`src/rtl/axil_arb_pkg.sv`:
```
// Shared types and helpers for the AXI-Lite channel arbiters.
package axil_arb_pkg;

    typedef enum logic [1:0] {
        IDLE,
        ADDR_DATA,
        RESP
    } arb_state_t;

    localparam int MAX_MASTERS = 32;
    localparam int MAX_IDX_W   = 5;

    // OR-reduction of set-bit positions; exact for one-hot or zero inputs.
    function automatic logic [MAX_IDX_W-1:0] onehot_to_idx(input logic [MAX_MASTERS-1:0] oh);
        logic [MAX_IDX_W-1:0] idx;
        idx = '0;
        for (int i = 0; i < MAX_MASTERS; i++) begin
            if (oh[i]) idx = idx | MAX_IDX_W'(i);
        end
        return idx;
    endfunction

endpackage

```
`src/rtl/axil_arb_pick.sv`:
```
// Combinational rotating-priority picker; start_i=0 gives fixed lowest-index priority.
module axil_arb_pick
    import axil_arb_pkg::*;
#(
    parameter int N     = 4,
    parameter int IDX_W = $clog2(N)
) (
    input  logic [N-1:0]     req_i,
    input  logic [IDX_W-1:0] start_i,
    output logic [N-1:0]     onehot_o,
    output logic [IDX_W-1:0] idx_o,
    output logic             valid_o
);

    logic found;
    int   pos;

    // NOTE: every variable written here gets a default first, so no latch is inferred.
    always_comb begin
        onehot_o = '0;
        found    = 1'b0;
        pos      = 0;
        for (int off = 0; off < N; off++) begin
            pos = (int'(start_i) + off) % N;
            if (!found && req_i[pos]) begin
                onehot_o[pos] = 1'b1;
                found         = 1'b1;
            end
        end
    end

    assign idx_o   = IDX_W'(onehot_to_idx(MAX_MASTERS'(onehot_o)));
    assign valid_o = |req_i;

endmodule

```
`src/rtl/axil_wr_arbiter.sv`:
```
// Per-slave AXI-Lite write arbiter: grant held from AW/W through B completion.
// Define AXIL_ARB_ROUND_ROBIN_EN for round-robin instead of fixed lowest-index priority.
module axil_wr_arbiter
    import axil_arb_pkg::*;
#(
    parameter int NUMBER_MASTER = 4,
    parameter int IDX_WIDTH     = $clog2(NUMBER_MASTER)
) (
    input  logic                     aclk,
    input  logic                     aresetn,
    input  logic [NUMBER_MASTER-1:0] req,
    input  logic                     aw_hs,
    input  logic                     w_hs,
    input  logic                     b_hs,
    output logic [NUMBER_MASTER-1:0] grant,
    output logic [IDX_WIDTH-1:0]     grant_idx,
    output logic                     busy,
    output logic                     aw_open,
    output logic                     w_open
);

    arb_state_t               state_q;
    logic [NUMBER_MASTER-1:0] grant_q;
    logic [IDX_WIDTH-1:0]     grant_idx_q;
    logic                     busy_q;
    logic                     aw_done_q;
    logic                     w_done_q;

    logic [IDX_WIDTH-1:0]     start_ptr;
    logic [NUMBER_MASTER-1:0] pick_onehot;
    logic [IDX_WIDTH-1:0]     pick_idx;
    logic                     pick_valid;

`ifdef AXIL_ARB_ROUND_ROBIN_EN
    logic [IDX_WIDTH-1:0] last_idx_q;

    assign start_ptr = (int'(last_idx_q) == NUMBER_MASTER - 1) ? '0
                                                               : last_idx_q + IDX_WIDTH'(1);

    always_ff @(posedge aclk or negedge aresetn) begin
        if (!aresetn) begin
            last_idx_q <= '0;
        end else if (state_q == IDLE && pick_valid) begin
            last_idx_q <= pick_idx;
        end
    end
`else
    assign start_ptr = '0;
`endif

    axil_arb_pick #(
        .N     (NUMBER_MASTER),
        .IDX_W (IDX_WIDTH)
    ) u_pick (
        .req_i    (req),
        .start_i  (start_ptr),
        .onehot_o (pick_onehot),
        .idx_o    (pick_idx),
        .valid_o  (pick_valid)
    );

    // NOTE: sequential state uses non-blocking assignments so all registers update together.
    always_ff @(posedge aclk or negedge aresetn) begin
        if (!aresetn) begin
            state_q     <= IDLE;
            grant_q     <= '0;
            grant_idx_q <= '0;
            busy_q      <= 1'b0;
            aw_done_q   <= 1'b0;
            w_done_q    <= 1'b0;
        end else begin
            case (state_q)
                IDLE: begin
                    if (pick_valid) begin
                        grant_q     <= pick_onehot;
                        grant_idx_q <= pick_idx;
                        busy_q      <= 1'b1;
                        state_q     <= ADDR_DATA;
                    end
                end
                ADDR_DATA: begin
                    if (aw_hs) aw_done_q <= 1'b1;
                    if (w_hs)  w_done_q  <= 1'b1;
                    if ((aw_done_q || aw_hs) && (w_done_q || w_hs)) state_q <= RESP;
                end
                RESP: begin
                    // Both done flags stay set here, which keeps aw_open/w_open low.
                    if (b_hs) begin
                        state_q     <= IDLE;
                        grant_q     <= '0;
                        grant_idx_q <= '0;
                        busy_q      <= 1'b0;
                        aw_done_q   <= 1'b0;
                        w_done_q    <= 1'b0;
                    end
                end
                default: state_q <= IDLE;
            endcase
        end
    end

    assign grant     = grant_q;
    assign grant_idx = grant_idx_q;
    assign busy      = busy_q;
    assign aw_open   = busy_q && !aw_done_q;
    assign w_open    = busy_q && !w_done_q;

`ifndef SYNTHESIS
    a_aw_dup: assert property (@(posedge aclk) disable iff (!aresetn) !(aw_hs && busy_q && aw_done_q))
        else $error("aw_hs after AW already completed");
    a_w_dup: assert property (@(posedge aclk) disable iff (!aresetn) !(w_hs && busy_q && w_done_q))
        else $error("w_hs after W already completed");
    a_onehot: assert property (@(posedge aclk) disable iff (!aresetn) $onehot0(grant_q))
        else $error("grant not one-hot");
`endif

endmodule

```
`config.mk`:
```
export PLATFORM = sky130hd
export DESIGN_NAME = axil_wr_arbiter
export DESIGN_NICKNAME = d
export VERILOG_FILES = /design/src/rtl/axil_arb_pkg.sv /design/src/rtl/axil_arb_pick.sv /design/src/rtl/axil_wr_arbiter.sv
export SDC_FILE = /design/constraint.sdc
export NUM_CORES = 1
export LEC_CHECK = 0
export ABC_CLOCK_PERIOD_IN_PS = 2800
export CELL_PAD_IN_SITES_DETAIL_PLACEMENT = 1
export CELL_PAD_IN_SITES_GLOBAL_PLACEMENT = 2
export CORE_ASPECT_RATIO = 0.75
export CORE_MARGIN = 4
export CORE_UTILIZATION = 27
export DETAILED_ROUTE_END_ITERATION = 8
export GPL_TIMING_DRIVEN = 0
export PLACE_DENSITY_LB_ADDON = 0.05
export SYNTH_ARGS = -nofsm -noshare
export SYNTH_HDL_FRONTEND = slang
export SYNTH_SLANG_ARGS = --single-unit
export TNS_END_PERCENT = 5
```
`constraint.sdc`:
```
create_clock -name aclk -period 2.8 [get_ports aclk]
set_clock_uncertainty 0.2 [all_clocks]
set_input_delay 0.56 -clock aclk [delete_from_list [all_inputs] [get_ports aclk]]
set_output_delay 0.56 -clock aclk [all_outputs]
set_load 0.02 [all_outputs]
```
==> impl_metrics.json, run 1 <==
{
  "outcome": "finished clean",
  "grtUsageMet3_pct": 5.322,
  "worstRegToRegCells": 4,
  "hold_path.class": "reg -> reg",
  "swShare_pct": 39.27,
  "critPathBufInv": 1,
  "crit_family": "buffers and inverters",
  "grt_max_degree": 12,
  "cap_violations": 0,
  "cts_tree": "built",
  "endpoint": "w_open",
  "io_buffers": 17,
  "yosysMostFrequentCell": "dfrtp_1",
  "clock_latency_ns": 0.26,
  "dieArea_um2": 2723,
  "ir_worst_vdd_mv": 0.4223,
  "vias_per_cell": 4.806,
  "p_int_mw": 0.4700,
  "min_path_cells": 1,
  "critical_path_depth": 2,
  "hpwl_um": 1059,
  "p_seq_share_pct": 37.0,
  "combPwrFrac_pct": 49.1,
  "yosys-top-cells-area": "dfrtp_1 (52%), o21ai_0 (5.7%), a22o_1 (5.0%)",
  "maxClockFrequency_ghz": 0.4608,
  "synth_edf_count": 0,
  "critPathMaxFanout": 4,
  "endpoint_kind": "output pin",
  "io_pins": 18,
  "synthCells": 50,
  "clkPwrFrac_pct": 13.8,
  "grt.total_usage_pct": 10.99,
  "dpl_cell_area_um2": 723.2,
  "drtAntennaViolNets": 0,
  "synthArstFlopShare_pct": 100.0,
  "path_clk_slew_ns": 0.07,
  "p_per_area_nw_per_um2": 1033,
  "cts_root_buf": "clkbuf_4",
  "synth_top_area_cell": "dfrtp_1",
  "post_cts_buffers": 0,
  "synth_seq_cells": 11,
  "wl_per_cell_um": 14.37,
  "clkSinkCount": 11,
  "syn_nets": 59,
  "drt_first_pass_iters": 4,
  "r2r_setup_slack_ns": 1.23,
  "hold_viol": 0,
  "busiest_layer": "met1",
  "cts_buffers": 3,
  "path_cells": "nor2b_1, clkdlybuf4s50_1",
  "grt_first_pass_wirelength_um": 2097,
  "startpoint": "w_done_q",
  "period_share_pct": 77.51,
  "die_h_um": 46.21,
  "slew_headroom_pct": 65.63,
  "gp_congestion": 0.6897,
  "cts_buffer_depth": 2,
  "cp.arrival_ns": 1.41,
  "num-nets-final": 81,
  "rows": 13,
  "antenna_found_initial": 0,
  "wl_um": 1336,
  "ys_seq_area_share_pct": 52.38,
  "cpMaxStageDelayCell": "clkdlybuf4s50_1",
  "regToRegStartpoint": "state_q[0]",
  "switchingPower_mw": 0.3039,
  "num_vias": 447,
  "holdBufCountCts": 0,
  "finalMaxSlewViolations": 0,
  "synth_warnings": 0,
  "max_stage_delay_ns": 0.61,
  "cts_resized": 0,
  "drc": 0,
  "synth_cell_type_count": 22,
  "coreArea_um2": 1789,
  "synth_common_cells": "dfrtp_1 (11), o21ai_0 (6), a21oi_1 (5)",
  "htreeDepth": 1,
  "layout_min_cycle_time_ns": 2.170,
  "die_w_um": 58.94,
  "yosysTopAreaCellShare_pct": 52.38,
  "power_leakage_nw": 0.3023,
  "rr_endpoint": "grant_idx[1]",
  "worstPathRequired_ns": 2.04,
  "tightest_slew_ns": 0.5139,
  "dp_cells": 89,
  "layout-drive-gt1-share_pct": 9.859,
  "synth_ff_type": "dfrtp_1",
  "finalSetupTns_ns": 0,
  "instances_no_fill": 93,
  "critPathKind": "reg -> out",
  "fin_area_um2": 749.5,
  "crit_path_start_kind": "register",
  "hold_slack_ns": 0.3106,
  "met1_usage_pct": 15.18,
  "syn_avg_cell_area_um2": 10.51,
  "antennaDiodeCount": 0,
  "grt_setup_unrepaired": "no",
  "start_util_pct": 29.37,
  "synth_area_um2": 525.5,
  "grt_use_met2_pct": 14.54,
  "first_iter_violations": 5,
  "setup_viol_count_final": 0,
  "grt_overflow": 0,
  "area_delta_synth_final_pct": 42.62,
  "grt_pass1_vias": 456
}
[area by class of cell]
| class | instances | area [µm²] |
|---|---|---|
| multi-input combinational | 35 | 234.0 |
| timing repair buffer | 17 | 170.2 |
| fill | 213 | 1040 |
| sequential | 11 | 275.3 |
| clock buffer | 4 | 26.28 |
| tap | 22 | 27.53 |
| buffer | 1 | 5.005 |
| inverter | 3 | 11.26 |
[logic make-up (layout without fill, tap and decap cells)]
| group | Yosys count | count (layout) | synth area share (%) |
|---|---|---|---|
| AO/OA/AOI/OAI | 19 | 19 | 23.10 |
| buffers and inverters | 4 | 25 | 3.094 |
| flip-flops | 11 | 11 | 52.38 |
| AND/OR/NAND/NOR | 16 | 16 | 21.43 |
[routing by layer]
metal	wire, µm	vias to the layer above	share of wire [%]
met5	0	-	0
met4	22	0	1.6
met3	78	2	5.8
met2	560	13	42
met1	675	205	51
li1	-	227	-
[flip-flops by register name, summed over array words and instances (netlist names)]
name       count
grant_idx      2
aw_done_q      1
w_done_q       1
state_q        2
grant          4
busy           1
[worst min-delay path by stage]
stage                  start         to  slack (ns)
finish              grant[3]   grant[3]        0.31
floorplan            aresetn  aw_done_q        0.06
detailed placement  grant[3]   grant[3]        0.31
global placement    grant[2]   grant[2]        0.29
global route        grant[3]   grant[3]        0.33
CTS                 grant[3]   grant[3]        0.32
[stage by stage]
| step | setup WS, ns | power, mW | util [%] |
|---|---|---|---|
| 2_1_floorplan | 1.197 | 0.4998 | - |
| 6_report | 0.6298 | 0.7739 | 41.89 |
| 5_1_grt | 0.5466 | 0.8358 | 41.89 |
| 4_1_cts | 0.6141 | 0.7873 | 41.89 |
| 3_3_place_gp | 0.6387 | 0.6704 | 40.42 |
| 3_5_place_dp | 0.5888 | 0.6759 | 40.42 |
[cell usage in the layout (no fill, tap or decap), drive strengths merged, types with 2 or more instances in the layout]
| cell type | Yosys | routed |
|---|---|---|
| dfrtp | 11 | 11 |
| nand2b | 2 | 2 |
| nor4 | 2 | 2 |
| a21oi | 5 | 5 |
| nor2b | 5 | 5 |
| nor2 | 3 | 3 |
| a22o | 3 | 3 |
| inv | 3 | 3 |
| clkbuf | 0 | 4 |
| clkdlybuf4s50 | 0 | 17 |
| o21ai | 6 | 6 |
[power groups by stage]
| stage | clock network (mW) | registers, mW | logic, mW |
|---|---|---|---|
| finish | 0.107 | 0.286 | 0.380 |
| floorplan | 0 | 0.322 | 0.178 |
| global placement | 0 | 0.287 | 0.384 |
| detailed placement | 0 | 0.292 | 0.384 |
| global route | 0.122 | 0.300 | 0.414 |
| CTS | 0.112 | 0.288 | 0.387 |
Power figures use the tool's default switching activity.
==> run 2: changes to the inputs <==
- ABC_CLOCK_PERIOD_IN_PS: 2800 -> 1800
- CORE_UTILIZATION: 27 -> 23
- clock period: 2.8 -> 1.8 ns (I/O delays scaled with it)
==> impl_metrics.json, run 2 (same netlist as run 1, synthesis figures left out) <==
{
  "crit_family": "flip-flops",
  "fillers": 242,
  "antenna_found_initial": 0,
  "finalMaxSlewViolations": 0,
  "drtAntennaViolNets": 0,
  "grt_pass1_vias": 433,
  "wl_um": 1386,
  "io_pins": 18,
  "endpoint_kind": "output pin",
  "layout_min_cycle_time_ns": 1.715,
  "p_int_mw": 0.6752,
  "grt_setup_unrepaired": "no",
  "cts_tree": "built",
  "combPwrFrac_pct": 47.0,
  "hold_path.class": "in -> async",
  "grt_max_degree": 12,
  "switchingPower_mw": 0.4807,
  "mostFrequentLayoutCells": "dfrtp_1 (11), clkdlybuf4s50_1 (8), o21ai_0 (6), dlygate4sd2_1 (6), a21oi_1 (5)",
  "critPathMaxFanout": 5,
  "post_cts_buffers": 0,
  "dieArea_um2": 3122,
  "die_h_um": 49.40,
  "p_seq_share_pct": 38.5,
  "grt.total_usage_pct": 9.649,
  "mostFrequentLayoutCell": "dfrtp_1",
  "max_stage_delay_ns": 0.41,
  "clock_latency_ns": 0.27,
  "p_per_area_nw_per_um2": 1553,
  "power_leakage_nw": 0.3513,
  "cpMaxStageDelayCell": "dfrtp_1",
  "worstPathRequired_ns": 1.24,
  "cts_buffer_depth": 2,
  "critPathKind": "reg -> out",
  "finalSetupTns_ns": 0,
  "first_iter_violations": 8,
  "maxClockFrequency_ghz": 0.5830,
  "layout-drive-gt1-share_pct": 11.27,
  "path_clk_slew_ns": 0.07,
  "multi_input_area_um2": 234.0,
  "dpl_cell_area_um2": 725.7,
  "grt_first_pass_wirelength_um": 2256,
  "grt_overflow": 0,
  "area_delta_synth_final_pct": 41.67,
  "slew_headroom_pct": 65.81,
  "period_share_pct": 95.29,
  "post-route-util_pct": 35.71,
  "start_util_pct": 25.21,
  "wl_per_cell_um": 14.59,
  "swShare_pct": 41.59,
  "coreArea_um2": 2085,
  "power_mw": 1.156,
  "clkSinkCount": 11,
  "die_w_um": 63.20,
  "htreeDepth": 1,
  "antennaDiodeCount": 0,
  "rows": 14,
  "hold_slack_ns": 0.2280,
  "cts_root_buf": "clkbuf_4",
  "cap_violations": 0,
  "outcome": "finished clean",
  "ir_worst_vdd_mv": 0.5455,
  "setup_viol_count_final": 0,
  "largest_register_ffs": 4,
  "hpwl_um": 1054,
  "drc": 0,
  "clkPwrFrac_pct": 14.5,
  "holdBufCountCts": 0,
  "io_buffers": 17,
  "drt_first_pass_iters": 2,
  "crit_path_start_kind": "register",
  "tightest_slew_ns": 0.5113,
  "cts_buffers": 3,
  "num_vias": 450,
  "hold_viol": 0,
  "vias_per_cell": 4.737,
  "gp_congestion": 0.6145,
  "path_cells": "nor2b_1, dlygate4sd2_1",
  "num-nets-final": 81,
  "fin_area_um2": 744.5,
  "critPathBufInv": 1,
  "cp.arrival_ns": 1.16,
  "cts_resized": 7,
  "final-seq-area_um2": 275.3
}
-- run 2: cell types whose count changed in the layout (fill, tap and decap cells not counted) --
cell,delta
dlygate4sd2_1,+6
dlymetal6s2s_1,+2
clkdlybuf4s50_1,-9
clkbuf_2,+1
-- run 2: worst reg2reg max path: stages, from the launching register on --
cell and delay [ns]:
dfrtp_1 0.48, nor2b_4 0.18, a211o_1 0.31, a22o_1 0.25
-- run 2: metal layers --
| layer | global-route usage (%) | up-vias | wire, µm |
|---|---|---|---|
| met4 | 2.151 | 0 | 0 |
| met3 | 4.378 | 0 | 57 |
| met1 | 14.61 | 218 | 748 |
| met2 | 12.08 | 9 | 580 |
| met5 | 0 | - | 0 |
| li1 | - | 223 | - |
-- run 2: through the flow --
step	setup slack, ns	std cells
floorplan	0.3968	50
global placement	-0.1636	91
global route	0.01729	95
CTS	0.002415	95
finish	0.08480	95
detailed placement	-0.1479	91
-- run 2: cell type report --
type                       count  area share [%]
buffer                         1          0.6723
tap                           24           4.034
inverter                       3           1.513
clock buffer                   4           3.529
sequential                    11           36.97
timing repair buffer          17           21.85
multi-input combinational     35           31.43
-- run 2: power groups by stage --
stage	sequential [mW]	clock (mW)	combinational, mW
after floorplan	0.501	0	0.277
after global placement	0.450	0	0.606
after detailed placement	0.452	0	0.604
after CTS	0.448	0.180	0.556
after global routing	0.466	0.195	0.598
final	0.445	0.168	0.543
-- run 2: path summary, 6_finish.rpt --
kind,endpoint,from,cells past startpoint,slack (ns)
min reg2reg,grant[3],grant[3],1,0.31
max in group asynchronous,busy,aresetn,1,0.83
max reg2reg,grant[1],state_q[1],3,0.27
min,grant[1],aresetn,1,0.23
max,w_open,busy,2,0.08
min in group aclk,grant[3],grant[3],1,0.31
==> RTL change (settings of run 2) <==
The 3 states of `arb_state_t` get a one-hot encoding in 3 bits.
--- a/src/rtl/axil_arb_pkg.sv
+++ b/src/rtl/axil_arb_pkg.sv
@@ -1,10 +1,10 @@
 // Shared types and helpers for the AXI-Lite channel arbiters.
 package axil_arb_pkg;
 
-    typedef enum logic [1:0] {
-        IDLE,
-        ADDR_DATA,
-        RESP
+    typedef enum logic [2:0] {
+        IDLE      = 3'b001,
+        ADDR_DATA = 3'b010,
+        RESP      = 3'b100
     } arb_state_t;
 
     localparam int MAX_MASTERS = 32;
Formal check against the unedited RTL: no difference found for any inputs over 10 cycles, from zero or initial values and one cycle with aresetn low; not proved beyond that.
==> RTL change against run 2 <==
Sequential share of layout area shrank 6.2 points; area after synthesis grew 26%; sequential cell count grew 1; total power grew 47%; final area grew 32%; worst setup slack lost 0.040 ns; routed wire length grew 19%; highest routed layer is now met4.
==> RTL change: results (changes against run 2) <==
{| class="wikitable"
! Metric !! Value
|-
| Final-layout clock-cell area share || 5.619% (+2.1 points)
|-
| Synth area leaders || dfrtp_1 42%, mux2_4 11%, o41ai_4 4.2%
|-
| Count of routing violations after the opening detailed-route iteration || 3 (-5)
|-
| IR Drop Worst-Case VDD || 0.0005780 V (+6.0%)
|-
| Top layer in use || met4
|-
| Post-placement cell area || 878.3 um^2 (+21%)
|-
| Met3 routing resource usage after global routing || 3.853% (-0.52 points)
|-
| Seq/Total Area, Yosys || 45.47% (-6.9 points)
|-
| Met2 Resource Use GR || 17.08% (+5.0 points)
|-
| Slowest cell on the critical path || clkdlybuf4s50_1
|-
| Buffers, non-clock || 24 (+6)
|-
| Routed via count divided by cell count || 4.558 (-3.8%)
|-
| Number of placed instances with taps included || 111 (+22%)
|-
| R2R setup slack || 0.07 ns (-0.20 ns)
|-
| Global-route wire length before repair || 2.870 mm (+27%)
|-
| Family of cells with the greatest summed delay on the critical path || buffers and inverters
|-
| Total global routing track utilization || 10.21% (+0.56 points)
|-
| Reported combinational group power || 901 uW (+66%)
|-
| Share of post-route cells with drive strength above 1 || 22.62% (+11 points)
|-
| Maximum number of pins on one net before global-route repair || 13 (+1)
|-
| Clock Root Buffer || clkbuf_8
|-
| Overall power || 1.700 mW (+47%)
|-
| Met2 Routed Length || 724 um (+25%)
|-
| Synth Register Bits || 12 (+1)
|-
| Result of the run || finished, final reports clean
|-
| Worst flop-to-flop path startpoint || state_q[0]
|-
| Post-CTS Setup Bufs || 3 (+3)
|-
| Final non-filler cell total || 120 (+26%)
|-
| Net count of the finished layout || 94 (+16%)
|-
| Clock transition at the registers of the reported paths || 0.05 ns (-0.02 ns)
|-
| Number of inserted filler cells in the final layout || 302 (+25%)
|-
| Fraction of area in registers || 30.78% (-6.2 points)
|-
| Vias in the first global route || 601 (+39%)
|-
| Gp weighted congestion || 0.6206 (+0.99%)
|-
| Insertion delay to the later sink of the worst-skew pair || 0.24 ns (-0.03 ns)
|-
| Relative slew margins || 60.86% (-4.9 points)
|-
| Comb_multi_in || 42 (+20%)
|-
| Worst Reg-to-Reg Cells || 4 (+1)
|-
| DR WL met3 || 83 um (+46%)
|-
| Total routed wirelength || 1.650 mm (+19%)
|-
| Syn Nets || 67 (+14%)
|-
| Count of unique library cells instantiated by Yosys || 27 (+23%)
|-
| Maximum fanout along the worst path || 2 (-3)
|-
| Cell Area, Synth || 663.1 um^2 (+26%)
|-
| Biggest cell delay along the critical path || 0.61 ns (+0.20 ns)
|-
| Met1 track demand over resource in global routing || 12.21% (-2.4 points)
|-
| Layout buffering overhead excluding clock cells || 22.35% (-0.17 points)
|-
| Worst slack at placement || -0.5325 ns (-0.3845 ns)
|-
| Timing startpoint of the critical path || grant[2]
|-
| Number of iterations in the first detailed-routing pass || 4 (+2)
|}
[RTL change: changes by cell type in the layout (fill, tap and decap cells not counted), sizes merged, moves of 2 or more]
cell,before,now
nor2,3,6
nor2b,5,2
mux2,0,5
and2b,0,2
a22o,3,0
o21ai,6,3
buf,1,5
[RTL change: cell families (layout without fill, tap and decap cells)]
logic type | Yosys count | in the layout | share of synthesized area, %
compound gates | 15 | 15 | 19.43
mux | 5 | 5 | 11.32
simple gates | 22 | 22 | 21.51
flops | 12 | 12 | 45.47
buf+inv | 4 | 30 | 2.265
[RTL change: worst min path at each step]
stage          slack, ns          from            to  depth (start not counted)
2_1_floorplan      -0.14       aresetn     aw_done_q                          0
3_3_place_gp        0.29  grant_idx[1]  grant_idx[1]                          1
3_5_place_dp        0.30  grant_idx[0]  grant_idx[0]                          1
4_1_cts             0.32       aresetn    state_q[1]                          1
5_1_grt             0.34      grant[3]      grant[3]                          1
6_report            0.29       aresetn      grant[2]                          1
